--- config.mk ---
export PLATFORM = sky130hd
export DESIGN_NAME = ifm_bram_loader_flat
export DESIGN_NICKNAME = d
export VERILOG_FILES = /design/src/rtl/ifm_bram_loader_if.sv /design/src/rtl/ifm_bram_loader.sv /design/src/flat_wrapper.sv
export SDC_FILE = /design/constraint.sdc
export NUM_CORES = 1
export LEC_CHECK = 0
export BUFFER_PORTS_ARGS = -buffer_cell sky130_fd_sc_hd__buf_2
export CAP_MARGIN = 30
export CELL_PAD_IN_SITES_DETAIL_PLACEMENT = 1
export CELL_PAD_IN_SITES_GLOBAL_PLACEMENT = 2
export CORE_ASPECT_RATIO = 1.1
export CORE_MARGIN = 2
export CORE_UTILIZATION = 35
export DETAILED_ROUTE_END_ITERATION = 6
export HOLD_SLACK_MARGIN = 0.12
export PLACE_DENSITY_LB_ADDON = 0.05
export SYNTH_ARGS = -nofsm -noshare
export SYNTH_HDL_FRONTEND = slang
export SYNTH_SLANG_ARGS = --single-unit
--- constraint.sdc ---
create_clock -name clk -period 4.1 [get_ports clk]
set_clock_uncertainty 0.1 [all_clocks]
set_input_delay 1.025 -clock clk [delete_from_list [all_inputs] [get_ports clk]]
set_output_delay 1.025 -clock clk [all_outputs]
set_load 0.02 [all_outputs]
--- src/rtl/ifm_bram_loader_if.sv ---
`default_nettype none
// ============================================================================
// Module   : ifm_bram_loader_if
// Brief    : Byte-stream input and 16-bank BRAM write-port bundle for the
//            layer00 IFM loader.
// Revision : 1.0
// ============================================================================
interface ifm_bram_loader_if #(
    parameter int NUM_BANK = 16,
    parameter int ADDR_W   = 9,
    parameter int LEN_W    = 14
);
    logic                    iStart;
    logic [ADDR_W-1:0]       iBaseAddr;
    logic [LEN_W-1:0]        iLen;
    logic [7:0]              iData;
    logic                    iValid;
    logic                    oReady;
    logic [NUM_BANK-1:0]     o_ena;
    logic [NUM_BANK-1:0]     o_wea;
    logic [ADDR_W-1:0]       o_addra;
    logic [8*NUM_BANK-1:0]   o_dia;
    logic                    oBusy;
    logic                    oDone;

    modport master (
        output iStart, iBaseAddr, iLen, iData, iValid,
        input  oReady, o_ena, o_wea, o_addra, o_dia, oBusy, oDone
    );

    modport slave (
        input  iStart, iBaseAddr, iLen, iData, iValid,
        output oReady, o_ena, o_wea, o_addra, o_dia, oBusy, oDone
    );
endinterface
`default_nettype wire

--- src/rtl/ifm_bram_loader.sv ---
`default_nettype none
// ============================================================================
// Module   : ifm_bram_loader
// Brief    : Packs a byte stream into 128-bit words and writes them to the
//            16-bank layer00 IFM BRAM, then pulses oDone.
// Revision : 1.0
// ============================================================================
module ifm_bram_loader #(
    parameter int NUM_BANK = 16,
    parameter int ADDR_W   = 9,
    parameter int LEN_W    = 14
) (
    input  wire logic        clk,
    input  wire logic        rst,
    ifm_bram_loader_if.slave bus
);
    localparam int                  c_LANE_W   = $clog2(NUM_BANK);
    localparam logic [1:0]          c_S_IDLE   = 2'd0;
    localparam logic [1:0]          c_S_LOAD   = 2'd1;
    localparam logic [1:0]          c_S_FLUSH  = 2'd2;
    localparam logic [1:0]          c_S_DONE   = 2'd3;
    localparam logic [NUM_BANK-1:0] c_ALL_ONES = {NUM_BANK{1'b1}};
    localparam logic [c_LANE_W-1:0] c_LAST_LANE = c_LANE_W'(NUM_BANK - 1);

    logic [1:0]            r_state;
    logic [1:0]            w_next_state;
    logic [ADDR_W-1:0]     r_addr;
    logic [LEN_W-1:0]      r_len;
    logic [LEN_W-1:0]      r_count;
    logic [c_LANE_W-1:0]   r_lane;
    logic [8*NUM_BANK-1:0] r_pack;
    logic [8*NUM_BANK-1:0] w_pack_next;
    logic [NUM_BANK-1:0]   w_mask;
    logic [NUM_BANK-1:0]   r_ena;
    logic [ADDR_W-1:0]     r_addra;
    logic [8*NUM_BANK-1:0] r_dia;
    logic                  r_done;
    logic                  w_ready;
    logic                  w_busy;
    logic                  w_accept;
    logic                  w_last;
    logic                  w_emit;

    assign w_accept = w_ready && bus.iValid;
    assign w_last   = w_accept && ((r_count + LEN_W'(1)) == r_len);
    assign w_emit   = w_accept && (w_last || (r_lane == c_LAST_LANE));

    // Lanes fill in order, so the filled set is always a contiguous low mask.
    always_comb begin
        w_mask = c_ALL_ONES >> (c_LAST_LANE - r_lane);
    end

    for (genvar k = 0; k < NUM_BANK; k++) begin : g_lane
        assign w_pack_next[8*k +: 8] = (r_lane == c_LANE_W'(k)) ? bus.iData
                                                                : r_pack[8*k +: 8];
    end

    always_ff @(posedge clk) begin
        if (rst) begin
            r_state <= c_S_IDLE;
        end else begin
            r_state <= w_next_state;
        end
    end

    always_comb begin
        w_next_state = r_state;
        case (r_state)
            c_S_IDLE: begin
                if (bus.iStart) begin
                    w_next_state = (bus.iLen == '0) ? c_S_DONE : c_S_LOAD;
                end
            end
            c_S_LOAD: begin
                if (w_last) begin
                    w_next_state = c_S_FLUSH;
                end
            end
            c_S_FLUSH: w_next_state = c_S_DONE;
            default:   w_next_state = c_S_IDLE;
        endcase
    end

    always_comb begin
        w_ready = 1'b0;
        w_busy  = 1'b0;
        case (r_state)
            c_S_LOAD:  begin w_ready = 1'b1; w_busy = 1'b1; end
            c_S_FLUSH: w_busy = 1'b1;
            c_S_DONE:  w_busy = 1'b1;
            default:   ;
        endcase
    end

    always_ff @(posedge clk) begin
        if (rst) begin
            r_addr  <= '0;
            r_len   <= '0;
            r_count <= '0;
            r_lane  <= '0;
            r_pack  <= '0;
            r_ena   <= '0;
            r_addra <= '0;
            r_dia   <= '0;
            r_done  <= 1'b0;
        end else begin
            r_ena  <= '0;
            r_done <= (w_next_state == c_S_DONE);
            if ((r_state == c_S_IDLE) && bus.iStart) begin
                r_addr  <= bus.iBaseAddr;
                r_len   <= bus.iLen;
                r_count <= '0;
                r_lane  <= '0;
                r_pack  <= '0;
            end
            if (w_accept) begin
                r_count <= r_count + LEN_W'(1);
                r_lane  <= (r_lane == c_LAST_LANE) ? '0 : r_lane + c_LANE_W'(1);
                if (w_emit) begin
                    // Unfilled lanes are already zero because the pack clears on emit.
                    r_dia   <= w_pack_next;
                    r_ena   <= w_mask;
                    r_addra <= r_addr;
                    r_addr  <= r_addr + ADDR_W'(1);
                    r_pack  <= '0;
                end else begin
                    r_pack  <= w_pack_next;
                end
            end
        end
    end

    assign bus.oReady  = w_ready;
    assign bus.oBusy   = w_busy;
    assign bus.oDone   = r_done;
    assign bus.o_ena   = r_ena;
    assign bus.o_wea   = r_ena;
    assign bus.o_addra = r_addra;
    assign bus.o_dia   = r_dia;
endmodule
`default_nettype wire

--- src/flat_wrapper.sv ---
// flat-port wrapper written by rule: the top's interface ports become plain ports
module ifm_bram_loader_flat 
#(
    parameter int NUM_BANK = 16,
    parameter int ADDR_W   = 9,
    parameter int LEN_W    = 14
)
  (clk, rst, bus_iStart, bus_iBaseAddr, bus_iLen, bus_iData, bus_iValid, bus_oReady, bus_o_ena, bus_o_wea, bus_o_addra, bus_o_dia, bus_oBusy, bus_oDone);
  ifm_bram_loader_if #(.NUM_BANK(NUM_BANK), .ADDR_W(ADDR_W), .LEN_W(LEN_W)) bus_i ();
  input  wire logic clk;
  input  wire logic rst;
  input wire logic [$bits(bus_i.iStart)-1:0] bus_iStart;
  input wire logic [$bits(bus_i.iBaseAddr)-1:0] bus_iBaseAddr;
  input wire logic [$bits(bus_i.iLen)-1:0] bus_iLen;
  input wire logic [$bits(bus_i.iData)-1:0] bus_iData;
  input wire logic [$bits(bus_i.iValid)-1:0] bus_iValid;
  output wire logic [$bits(bus_i.oReady)-1:0] bus_oReady;
  output wire logic [$bits(bus_i.o_ena)-1:0] bus_o_ena;
  output wire logic [$bits(bus_i.o_wea)-1:0] bus_o_wea;
  output wire logic [$bits(bus_i.o_addra)-1:0] bus_o_addra;
  output wire logic [$bits(bus_i.o_dia)-1:0] bus_o_dia;
  output wire logic [$bits(bus_i.oBusy)-1:0] bus_oBusy;
  output wire logic [$bits(bus_i.oDone)-1:0] bus_oDone;
  assign bus_i.iStart = bus_iStart;
  assign bus_i.iBaseAddr = bus_iBaseAddr;
  assign bus_i.iLen = bus_iLen;
  assign bus_i.iData = bus_iData;
  assign bus_i.iValid = bus_iValid;
  assign bus_oReady = bus_i.oReady;
  assign bus_o_ena = bus_i.o_ena;
  assign bus_o_wea = bus_i.o_wea;
  assign bus_o_addra = bus_i.o_addra;
  assign bus_o_dia = bus_i.o_dia;
  assign bus_oBusy = bus_i.oBusy;
  assign bus_oDone = bus_i.oDone;
  ifm_bram_loader #(.NUM_BANK(NUM_BANK), .ADDR_W(ADDR_W), .LEN_W(LEN_W)) u_core (.clk(clk), .rst(rst), .bus(bus_i));
endmodule
==> PnR_summary.wiki, run 1 <==
{| class="wikitable"
! Metric !! Value
|-
| Final weighted congestion in routability-driven placement || 0.723
|-
| Endpoint of the worst-slack reg-to-reg timing path || u_core.bus.o_ena[14]
|-
| Die Height || 211 µm
|-
| Number of violations reported at the end of detailed-routing iteration 0 || 602
|-
| Maximum vdd ir drop || 253 µV
|-
| Switching share of total power || 0.242
|-
| Post-synthesis sequential element count || 325
|-
| Post-DR vias/cell || 5.75
|-
| FFs w/ async S/R, synth || 0
|-
| Count of input and output buffers || 206
|-
| Multiplexer share of the synthesized area || 0.0191
|-
| Cts bufs inserted || 38
|-
| Net load switching power || 1.69 mW
|-
| # setup viols final || 0
|-
| Met1 Usage GRT || 0.316
|-
| Number of antenna violations at the first check in global routing || 0
|-
| Hold Path Class || flip-flop to flip-flop
|-
| Endpoint class of the critical path || flip-flop
|-
| Largest fanout of any net on the critical path || 94
|-
| Clock Pin Slew Worst Setup and Hold Paths || 0.06 ns
|-
| Core box area || 0.0383 mm²
|-
| Share of the synthesized area in compound gates (AO/OA/AOI/OAI) || 0.263
|-
| Wire length of the first global-routing pass || 74400 µm
|-
| Netlist area before placement || 0.0137 mm²
|-
| Leading register cell type out of synthesis || dfxtp_1
|-
| Commonest cells after routing, fill and taps aside || 325 x dfxtp_1, 205 x buf_2, 193 x nand2_1, 169 x a21oi_1, 120 x a22o_1
|-
| Final Cycle Share || 0.925
|-
| Number of filler cells placed in the layout || 4461
|-
| Synth warn || 0
|-
| GRT Resource Usage Total || 0.233
|-
| Final Hold Violating Endpoints || 0
|-
| Register-to-Register Setup Slack || 0.31 ns
|-
| Maximum clock frequency || 264 MHz
|-
| Startpoint types || flip-flop
|-
| Leading cell type in the layout, fill and taps excluded || dfxtp_1
|-
| Share of final-layout standard cells stronger than drive strength 1 || 0.206
|-
| Largest net degree at the start of global routing || 163
|-
| Initial Utilization || 0.357
|-
| Maximum number of buffers from clock root to sink || 3
|-
| Synthesized area per cell || 9.03 µm²
|-
| Xor and xnor area share after synthesis || 0.0103
|-
| Met3 usage in global routing || 0.0346
|-
| Area of all sequential standard cells || 0.00651 mm²
|-
| Sinks on Clock Net || 325
|-
| Average detailed-routed wire length per instance || 22.1 µm
|-
| Worst path required time || 4.44 ns
|-
| Sequential-to-total area share from yosys stat || 0.476
|-
| Classification of the worst setup path || flip-flop to flip-flop
|-
| Clock tree root buffer cell || clkbuf_16
|-
| Net count, final || 1666
|-
| Post-route worst hold slack || 0.370 ns
|-
| Setup repair after global routing missed its margin || no
|-
| Final wirelength || 47500 µm
|-
| Post-synthesis cell count || 1512
|-
| Post-CTS Setup Inserts || 0
|-
| Reg2Reg Launch Point || u_core.r_count[0]
|-
| Clock insertion delay at the later pin of the skew report || 0.54 ns
|-
| Most crowded layer after global routing || met2
|-
| Period minus WS final || 3.79 ns
|-
| MaxCap Viol Count || 0
|-
| HPWL after DPL || 28800 µm
|-
| Synth Area in Adders || 0.00733
|-
| Yosys cell types || 60
|-
| Result of the run || complete, no violations
|-
| Power per cell area || 430 mW/mm²
|-
| Headroom to the max-slew limit || 0.315
|-
| Mapped Nets || 1555
|-
| Growth of design area from synthesis to finish || 18.7%
|-
| Share of power burned in the clock network || 0.486
|-
| Vias || 12359
|-
| Area of the multi-input gates || 0.00638 mm²
|-
| Transition time at the pin with the least slew margin || 1.03 ns
|-
| Part of the power in combinational logic || 0.055
|-
| DP Area || 0.0150 mm²
|-
| Vias in the first global route || 12564
|-
| Hold buffers post-CTS || 0
|-
| Antenna viol nets, final || 0
|-
| Clock tree from TritonCTS || built
|-
| Depth of the worst register-to-register path || 9
|-
| CTS-repair resized insts || 0
|-
| Number of enable-type register cells in the synthesized netlist || 0
|-
| Global routing met2 resource utilization || 0.390
|-
| Final design area excluding fillers || 0.0162 mm²
|-
| Max-slew violation count || 0
|-
| Top-level I/O count || 207
|-
| Portion of total power attributed to sequential cells || 0.459
|-
| Static power due to leakage || 5.92 nW
|-
| Chip width || 192 µm
|-
| Post-Synth Simple-Gate Area || 0.164
|-
| Drc violations || 0
|-
| Final-layout setup total negative slack || 0 ns
|-
| Overall overflow remaining after global route || 0
|-
| Worst setup startpoint || u_core.r_count[0]
|-
| Arrival time at the worst endpoint || 4.14 ns
|-
| CP Capture Point || u_core.bus.o_ena[14]
|-
| Detailed-routing iteration count for the pre-antenna-repair pass || 5
|-
| Number of rows created at floorplan || 75
|-
| Maximum level of the CTS H-tree || 2
|-
| Design internal power || 5.29 mW
|-
| Die area || 0.0406 mm²
|-
| Diodes inserted || 0
|-
| Main combinational cell family by area after synthesis || compound AO/OA/AOI/OAI gates
|}
-- worst max-delay path, cell delays in order, from the launching register on --
cell and delay (ns):
dfxtp_1 0.48, ha_1 0.31, nand3_2 0.19, or3_1 0.41
a2111oi_0 0.55, and4_1 0.36, a31o_4 0.23, buf_12 0.32
nand4b_1 0.34, nor3_1 0.25
-- metrics by stage --
step           std cells   util  setup WS, ns  total power, mW
2_1_floorplan       1512      -         0.965             3.51
3_3_place_gp        2082  0.390         0.425             3.65
3_5_place_dp        2083  0.391         0.351             3.66
4_1_cts             2149  0.423         0.336             7.06
5_1_grt             2149  0.423        0.0967             7.22
6_report            2149  0.423         0.307             6.98
-- how the worst min path moves through the flow --
stage	from	to	slack (ns)	cells after the start
finish	u_core.r_pack[35]	u_core.r_pack[35]	0.37	1
global route	u_core.r_pack[45]	u_core.r_pack[45]	0.38	1
CTS	u_core.r_pack[35]	u_core.r_pack[35]	0.38	1
detailed placement	u_core.r_pack[20]	u_core.r_pack[20]	0.35	1
global placement	u_core.r_pack[35]	u_core.r_pack[35]	0.36	1
floorplan	u_core.r_len[7]	u_core.r_len[7]	0.34	2
-- metal layers --
| metal | up-vias | wire (µm) |
|---|---|---|
| li1 | 5857 | - |
| met1 | 6206 | 22100 |
| met2 | 249 | 22700 |
| met3 | 47 | 1960 |
| met4 | 0 | 735 |
| met5 | - | 0 |
-- registers in the layout, indices dropped and copies added, names as in the netlist --
register	cells
u_core.r_addr	9
u_core.bus.o_addra	9
u_core.r_count	14
u_core.bus.o_dia	128
u_core.r_len	14
u_core.r_state	2
u_core.bus.oDone	1
u_core.r_lane	4
u_core.bus.o_ena	16
u_core.r_pack	128
-- cell families (layout without fill, tap and decap cells) --
logic type | after synthesis | in the layout
fa+ha+maj | 8 | 8
compound gates | 500 | 500
xor+xnor | 16 | 16
simple gates | 456 | 456
flops | 325 | 325
mux | 26 | 26
buf+inv | 181 | 318
-- layout make-up --
type | instances | area share
clock buffer | 62 | 0.0723
clock inverter | 4 | 0.00394
inverter | 12 | 0.00278
multi-input combinational | 1006 | 0.393
sequential | 325 | 0.401
tap | 500 | 0.0386
timing repair buffer | 240 | 0.0879
-- power groups by stage --
| stage | sequential [mW] | combinational [mW] | clock, mW |
|---|---|---|---|
| 2_1_floorplan | 3.27 | 0.239 | 0 |
| 3_3_place_gp | 3.27 | 0.382 | 0 |
| 3_5_place_dp | 3.27 | 0.390 | 0 |
| 4_1_cts | 3.20 | 0.391 | 3.47 |
| 5_1_grt | 3.20 | 0.419 | 3.60 |
| 6_report | 3.20 | 0.385 | 3.39 |
-- Yosys cell counts (9+ instances only) --
master	instances	share of area
mux2i_1	25	0.018
dfxtp_1	325	0.48
a311oi_1	106	0.068
nor3_2	13	0.0095
xnor2_1	12	0.0077
a211oi_1	29	0.016
nand2_1	193	0.053
a31oi_1	9	0.0041
buf_4	23	0.013
nand3_1	119	0.044
nor2_1	40	0.011
nor4_1	10	0.0046
a21oi_1	169	0.062
clkbuf_1	107	0.029
o21ai_0	21	0.0077
inv_1	12	0.0033
a22o_1	120	0.077
buf_2	30	0.011
o21ai_2	15	0.0096
nor3_1	22	0.0081
Note: power is estimated with default switching activity, not from simulation.
==> run 2, diff against run 1 <==
--- a/config.mk
+++ b/config.mk
@@ -5,14 +5,14 @@
 export SDC_FILE = /design/constraint.sdc
 export NUM_CORES = 1
 export LEC_CHECK = 0
-export BUFFER_PORTS_ARGS = -buffer_cell sky130_fd_sc_hd__buf_2
 export CAP_MARGIN = 30
 export CELL_PAD_IN_SITES_DETAIL_PLACEMENT = 1
 export CELL_PAD_IN_SITES_GLOBAL_PLACEMENT = 2
 export CORE_ASPECT_RATIO = 1.1
 export CORE_MARGIN = 2
-export CORE_UTILIZATION = 35
+export CORE_UTILIZATION = 39
 export DETAILED_ROUTE_END_ITERATION = 6
+export DONT_BUFFER_PORTS = 1
 export HOLD_SLACK_MARGIN = 0.12
 export PLACE_DENSITY_LB_ADDON = 0.05
 export SYNTH_ARGS = -nofsm -noshare
==> run 2 against run 1 <==
Net effect: critical path depth stayed put; largest cell class unchanged; combinational power down 31%; clock power fell by 1%.
==> PnR_summary.wiki, run 2 (synthesis results as in run 1) <==
{| class="wikitable"
! Metric !! Value
|-
| Result of the run || complete, no violations
|-
| Share of final-layout standard cells stronger than drive strength 1 || 0.0940
|-
| Die area || 0.0365 mm²
|-
| Share of power burned in the clock network || 0.490
|-
| Worst path required time || 4.42 ns
|-
| Number of violations reported at the end of detailed-routing iteration 0 || 753
|-
| Headroom to the max-slew limit || 0.294
|-
| Depth of the worst register-to-register path || 9
|-
| Part of the power in combinational logic || 0.039
|-
| Final Cycle Share || 0.871
|-
| Number of rows created at floorplan || 71
|-
| Die Height || 200 µm
|-
| Hold buffers post-CTS || 0
|-
| Design internal power || 5.26 mW
|-
| Post-DR vias/cell || 6.15
|-
| Transition time at the pin with the least slew margin || 1.05 ns
|-
| Clock tree from TritonCTS || built
|-
| Top-level I/O count || 207
|-
| Vias || 11607
|-
| Initial Utilization || 0.397
|-
| Startpoint types || flip-flop
|-
| Overall overflow remaining after global route || 0
|-
| WHS Path Cells || 2
|-
| GRT Resource Usage Total || 0.250
|-
| Clock Pin Slew Worst Setup and Hold Paths || 0.06 ns
|-
| Clock tree root buffer cell || clkbuf_16
|-
| Largest net degree at the start of global routing || 218
|-
| Number of antenna violations at the first check in global routing || 1
|-
| Detailed-routing iteration count for the pre-antenna-repair pass || 4
|-
| Leading cell type in the layout, fill and taps excluded || dfxtp_1
|-
| Endpoint class of the critical path || flip-flop
|-
| Chip width || 182 µm
|-
| Classification of the worst setup path || flip-flop to flip-flop
|-
| Register-to-Register Setup Slack || 0.53 ns
|-
| Drc violations || 0
|-
| Maximum number of buffers from clock root to sink || 3
|-
| Switching share of total power || 0.228
|-
| Hold Path Class || flip-flop to flip-flop
|-
| Reg2Reg Launch Point || u_core.r_count[0]
|-
| Vias in the first global route || 11954
|-
| Net count, final || 1463
|-
| Largest fanout of any net on the critical path || 35
|-
| # setup viols final || 0
|-
| HPWL after DPL || 27600 µm
|-
| Commonest cells after routing, fill and taps aside || 325 x dfxtp_1, 193 x nand2_1, 169 x a21oi_1, 120 x a22o_1, 119 x nand3_1
|-
| Final weighted congestion in routability-driven placement || 0.761
|-
| Clock insertion delay at the later pin of the skew report || 0.53 ns
|-
| Max-slew violation count || 0
|-
| Final-layout setup total negative slack || 0 ns
|-
| Post-CTS Setup Inserts || 0
|-
| Sinks on Clock Net || 325
|-
| Portion of total power attributed to sequential cells || 0.471
|-
| Maximum level of the CTS H-tree || 2
|-
| Hold Path Origin || u_core.r_len[1]
|-
| Sum of internal, switching and leakage power || 6.81 mW
|-
| Final wirelength || 46100 µm
|-
| Growth of design area from synthesis to finish || 10.2%
|-
| CTS-repair resized insts || 0
|-
| MaxCap Viol Count || 0
|-
| Cts bufs inserted || 37
|-
| Wire length of the first global-routing pass || 72800 µm
|-
| Number of filler cells placed in the layout || 3881
|-
| Average detailed-routed wire length per instance || 24.4 µm
|-
| Core box area || 0.0344 mm²
|-
| Static power due to leakage || 4.82 nW
|-
| Count of input and output buffers || 0
|-
| Period minus WS final || 3.57 ns
|-
| Net load switching power || 1.55 mW
|-
| Antenna viol nets, final || 0
|-
| Capture endpoint of the worst hold path || u_core.r_len[1]
|-
| Maximum clock frequency || 280 MHz
|-
| Maximum vdd ir drop || 271 µV
|-
| Arrival time at the worst endpoint || 3.89 ns
|-
| Endpoint of the worst-slack reg-to-reg timing path || u_core.bus.o_dia[23]
|-
| Final Hold Violating Endpoints || 0
|-
| Setup repair after global routing missed its margin || no
|-
| Power per cell area || 452 mW/mm²
|}
## run 2: cell count changes in the layout (fill, tap and decap cells not counted), sizes merged
| cell | delta |
|---|---|
| clkbuf | -3 |
| buf | -202 |
| clkinv | +2 |
| diode | +1 |
| bufinv | +1 |
## run 2: metal layers
layer / share of wire / track usage
met1: 0.45 / 0.335
met2: 0.46 / 0.402
met3: 0.056 / 0.0553
met4: 0.028 / 0.0778
met5: 0 / 0
## run 2: worst max-delay path by stage
stage	from	end	slack (ns)
floorplan	bus_iValid	u_core.r_pack[100]	0.97
global placement	u_core.r_count[0]	u_core.bus.o_dia[61]	0.57
detailed placement	u_core.r_count[0]	u_core.bus.o_dia[23]	0.55
CTS	u_core.r_count[0]	u_core.bus.o_dia[23]	0.51
global route	u_core.r_count[0]	u_core.bus.o_dia[83]	0.22
finish	u_core.r_count[0]	u_core.bus.o_dia[23]	0.53
## run 2: cell type report
type                       count  area, µm²  share of cell area
clock inverter                 7       92.6             0.00615
tap                          438        548              0.0364
antenna                        1       2.50            0.000166
inverter                      12       45.0             0.00299
timing repair buffer          38        368              0.0244
multi-input combinational   1006       6380               0.423
clock buffer                  59       1120              0.0744
sequential                   325       6510               0.432
## run 2: through the flow
step	hold WS, ns	setup WS (ns)	area, µm²	std cells	util
finish	0.366	0.531	15100	1886	0.438
global placement	0.355	0.571	13800	1818	0.402
floorplan	0.341	0.965	13700	1512	-
detailed placement	0.354	0.550	13800	1818	0.402
CTS	0.373	0.512	15000	1884	0.438
global route	0.387	0.219	15100	1886	0.438
## run 2: worst max-delay path, stage by stage, from the launching register on
cell and delay [ns]:
dfxtp_1 0.51, ha_1 0.33, nand3_2 0.20, or3_1 0.42, a2111oi_0 0.49, and4_1 0.35, a31o_4 0.23, buf_4 0.37
a21oi_1 0.14, a311oi_1 0.30
## run 2: power by group through the flow
stage | combinational (mW) | sequential (mW) | clock [mW]
finish | 0.265 | 3.21 | 3.34
global route | 0.291 | 3.21 | 3.56
CTS | 0.264 | 3.21 | 3.42
detailed placement | 0.262 | 3.28 | 0
global placement | 0.259 | 3.28 | 0
floorplan | 0.239 | 3.27 | 0
==> run 3, diff against run 2 <==
--- a/config.mk
+++ b/config.mk
@@ -15,6 +15,8 @@
 export DONT_BUFFER_PORTS = 1
 export HOLD_SLACK_MARGIN = 0.12
 export PLACE_DENSITY_LB_ADDON = 0.05
+export REMOVE_ABC_BUFFERS = 1
+export SETUP_SLACK_MARGIN = 0.2
 export SYNTH_ARGS = -nofsm -noshare
 export SYNTH_HDL_FRONTEND = slang
 export SYNTH_SLANG_ARGS = --single-unit
==> run 3 against run 2 <==
Net effect: worst hold slack improved by 0.0020 ns; register-to-register slack better by 0.13 ns; count of clock-buffer cells in the layout shrank 5; global-route usage decreased by 0.18 points; core utilization rose by 0.36 points; maximum frequency increased by 3.7%.
==> PnR_summary.wiki, run 3 (synthesis results as in run 1) <==
{| class="wikitable"
! Metric !! Value
|-
| Final Hold Violating Endpoints || 0
|-
| Sinks on Clock Net || 325
|-
| Net count, final || 1461
|-
| Clock Pin Slew Worst Setup and Hold Paths || 0.06 ns
|-
| Final wirelength || 45300 µm
|-
| Hold Path Class || flip-flop to flip-flop
|-
| Die area || 0.0365 mm²
|-
| Leading cell type in the layout, fill and taps excluded || dfxtp_1
|-
| Wire length of the first global-routing pass || 72300 µm
|-
| Chip width || 182 µm
|-
| Commonest cells after routing, fill and taps aside || 325 x dfxtp_1, 193 x nand2_1, 169 x a21oi_1, 120 x a22o_1, 119 x nand3_1
|-
| Period minus WS final || 3.44 ns
|-
| Post-CTS Setup Inserts || 0
|-
| Core box area || 0.0344 mm²
|-
| Startpoint types || flip-flop
|-
| Average detailed-routed wire length per instance || 24.1 µm
|-
| Diodes inserted || 0
|-
| Placed instance count || 1816
|-
| Max-slew violation count || 0
|-
| Maximum clock frequency || 291 MHz
|-
| Cts bufs inserted || 38
|-
| Maximum number of buffers from clock root to sink || 3
|-
| Number of rows created at floorplan || 71
|-
| Hold buffers post-CTS || 0
|-
| Number of antenna violations at the first check in global routing || 0
|-
| Clock tree root buffer cell || clkbuf_16
|-
| Vias in the first global route || 11790
|-
| Initial Utilization || 0.397
|-
| Number of violations reported at the end of detailed-routing iteration 0 || 678
|-
| Detailed-routing iteration count for the pre-antenna-repair pass || 5
|-
| Arrival time at the worst endpoint || 3.77 ns
|-
| Setup repair after global routing missed its margin || no
|-
| Endpoint class of the critical path || flip-flop
|-
| Crit path cell chain || ha_1, nand3_2, or3_1, a2111oi_0, buf_4, and4_1, a31o_4, buf_12, a21oi_1, a311oi_1
|-
| MaxCap Viol Count || 0
|-
| Post-Place Setup Slack || 0.699 ns
|-
| Final Cycle Share || 0.840
|-
| Post-route worst hold slack || 0.368 ns
|-
| Classification of the worst setup path || flip-flop to flip-flop
|-
| Top-level I/O count || 207
|-
| Maximum vdd ir drop || 264 µV
|-
| Overall overflow remaining after global route || 0
|-
| Power per cell area || 467 mW/mm²
|-
| Worst path required time || 4.43 ns
|-
| Slowest cell delay on critical path || 0.49 ns
|-
| Growth of design area from synthesis to finish || 11.2%
|-
| GRT Resource Usage Total || 0.248
|-
| # setup viols final || 0
|-
| Clock insertion delay at the later pin of the skew report || 0.53 ns
|-
| Sum of internal, switching and leakage power || 7.09 mW
|-
| Final instance count without filler cells || 1883
|-
| Antenna viol nets, final || 0
|-
| Transition time at the pin with the least slew margin || 0.916 ns
|-
| Slowest CP cell || dfxtp_1
|-
| Die Height || 200 µm
|-
| Count of input and output buffers || 0
|-
| Post-DR vias/cell || 6.10
|-
| Vias || 11493
|-
| Result of the run || complete, no violations
|-
| Cell class contributing the biggest share of worst-path delay || compound AO/OA/AOI/OAI gates
|-
| Drc violations || 0
|-
| Static power due to leakage || 4.88 nW
|-
| Share of final-layout standard cells stronger than drive strength 1 || 0.0976
|-
| HPWL after DPL || 26800 µm
|-
| Combined buffer and inverter count along the critical path || 2
|-
| CTS-repair resized insts || 0
|-
| Largest fanout of any net on the critical path || 71
|-
| Largest net degree at the start of global routing || 218
|-
| Clock tree from TritonCTS || built
|-
| Least setup slack across all paths after layout || 0.658 ns
|-
| Final weighted congestion in routability-driven placement || 0.844
|-
| Headroom to the max-slew limit || 0.384
|-
| Maximum level of the CTS H-tree || 2
|}
-- run 3: report_power, final --
group | leakage, nW | internal, mW | switching (mW) | total [mW]
Sequential | 2.62 | 3.18 | 0.0266 | 3.21
Combinational | 1.60 | 0.0746 | 0.183 | 0.258
Clock | 0.661 | 2.26 | 1.37 | 3.63
Total | 4.88 | 5.51 | 1.58 | 7.09
-- run 3: worst paths after layout --
check                         end               from  slack, ns  cells after the start
max          u_core.bus.o_dia[91]  u_core.r_count[0]       0.66                     10
max reg2reg  u_core.bus.o_dia[91]  u_core.r_count[0]       0.66                     10
min reg2reg       u_core.r_len[5]    u_core.r_len[5]       0.37                      2
min               u_core.r_len[5]    u_core.r_len[5]       0.37                      2
-- run 3: final cells by class --
cell class,count,area (µm²)
fillers,3888,19200
flip-flops and latches,325,6510
multi-input cells,1006,6380
clock buffers,54,1140
well taps,438,548
repair buffers,35,363
clock inverters,13,196
inverters,12,45.0
-- run 3: per-layer routing --
metal | track usage | vias up | wire [µm]
li1 | - | 5441 | -
met1 | 0.325 | 5747 | 20200
met2 | 0.409 | 241 | 21400
met3 | 0.0613 | 64 | 2790
met4 | 0.0645 | 0 | 950
met5 | 0 | - | 0
-- run 3: worst min-delay path, cell delays in order, from the launching register on --
cell,delay [ns]
dfxtp_1,0.32
nand2_1,0.06
a21oi_1,0.05
-- run 3: per-stage QoR --
step	util	setup TNS [ns]	instance area [µm²]
floorplan	-	-1233.15	12900
global placement	0.403	0	13800
detailed placement	0.403	0	13800
CTS	0.442	0	15200
global route	0.442	0	15200
finish	0.442	0	15200
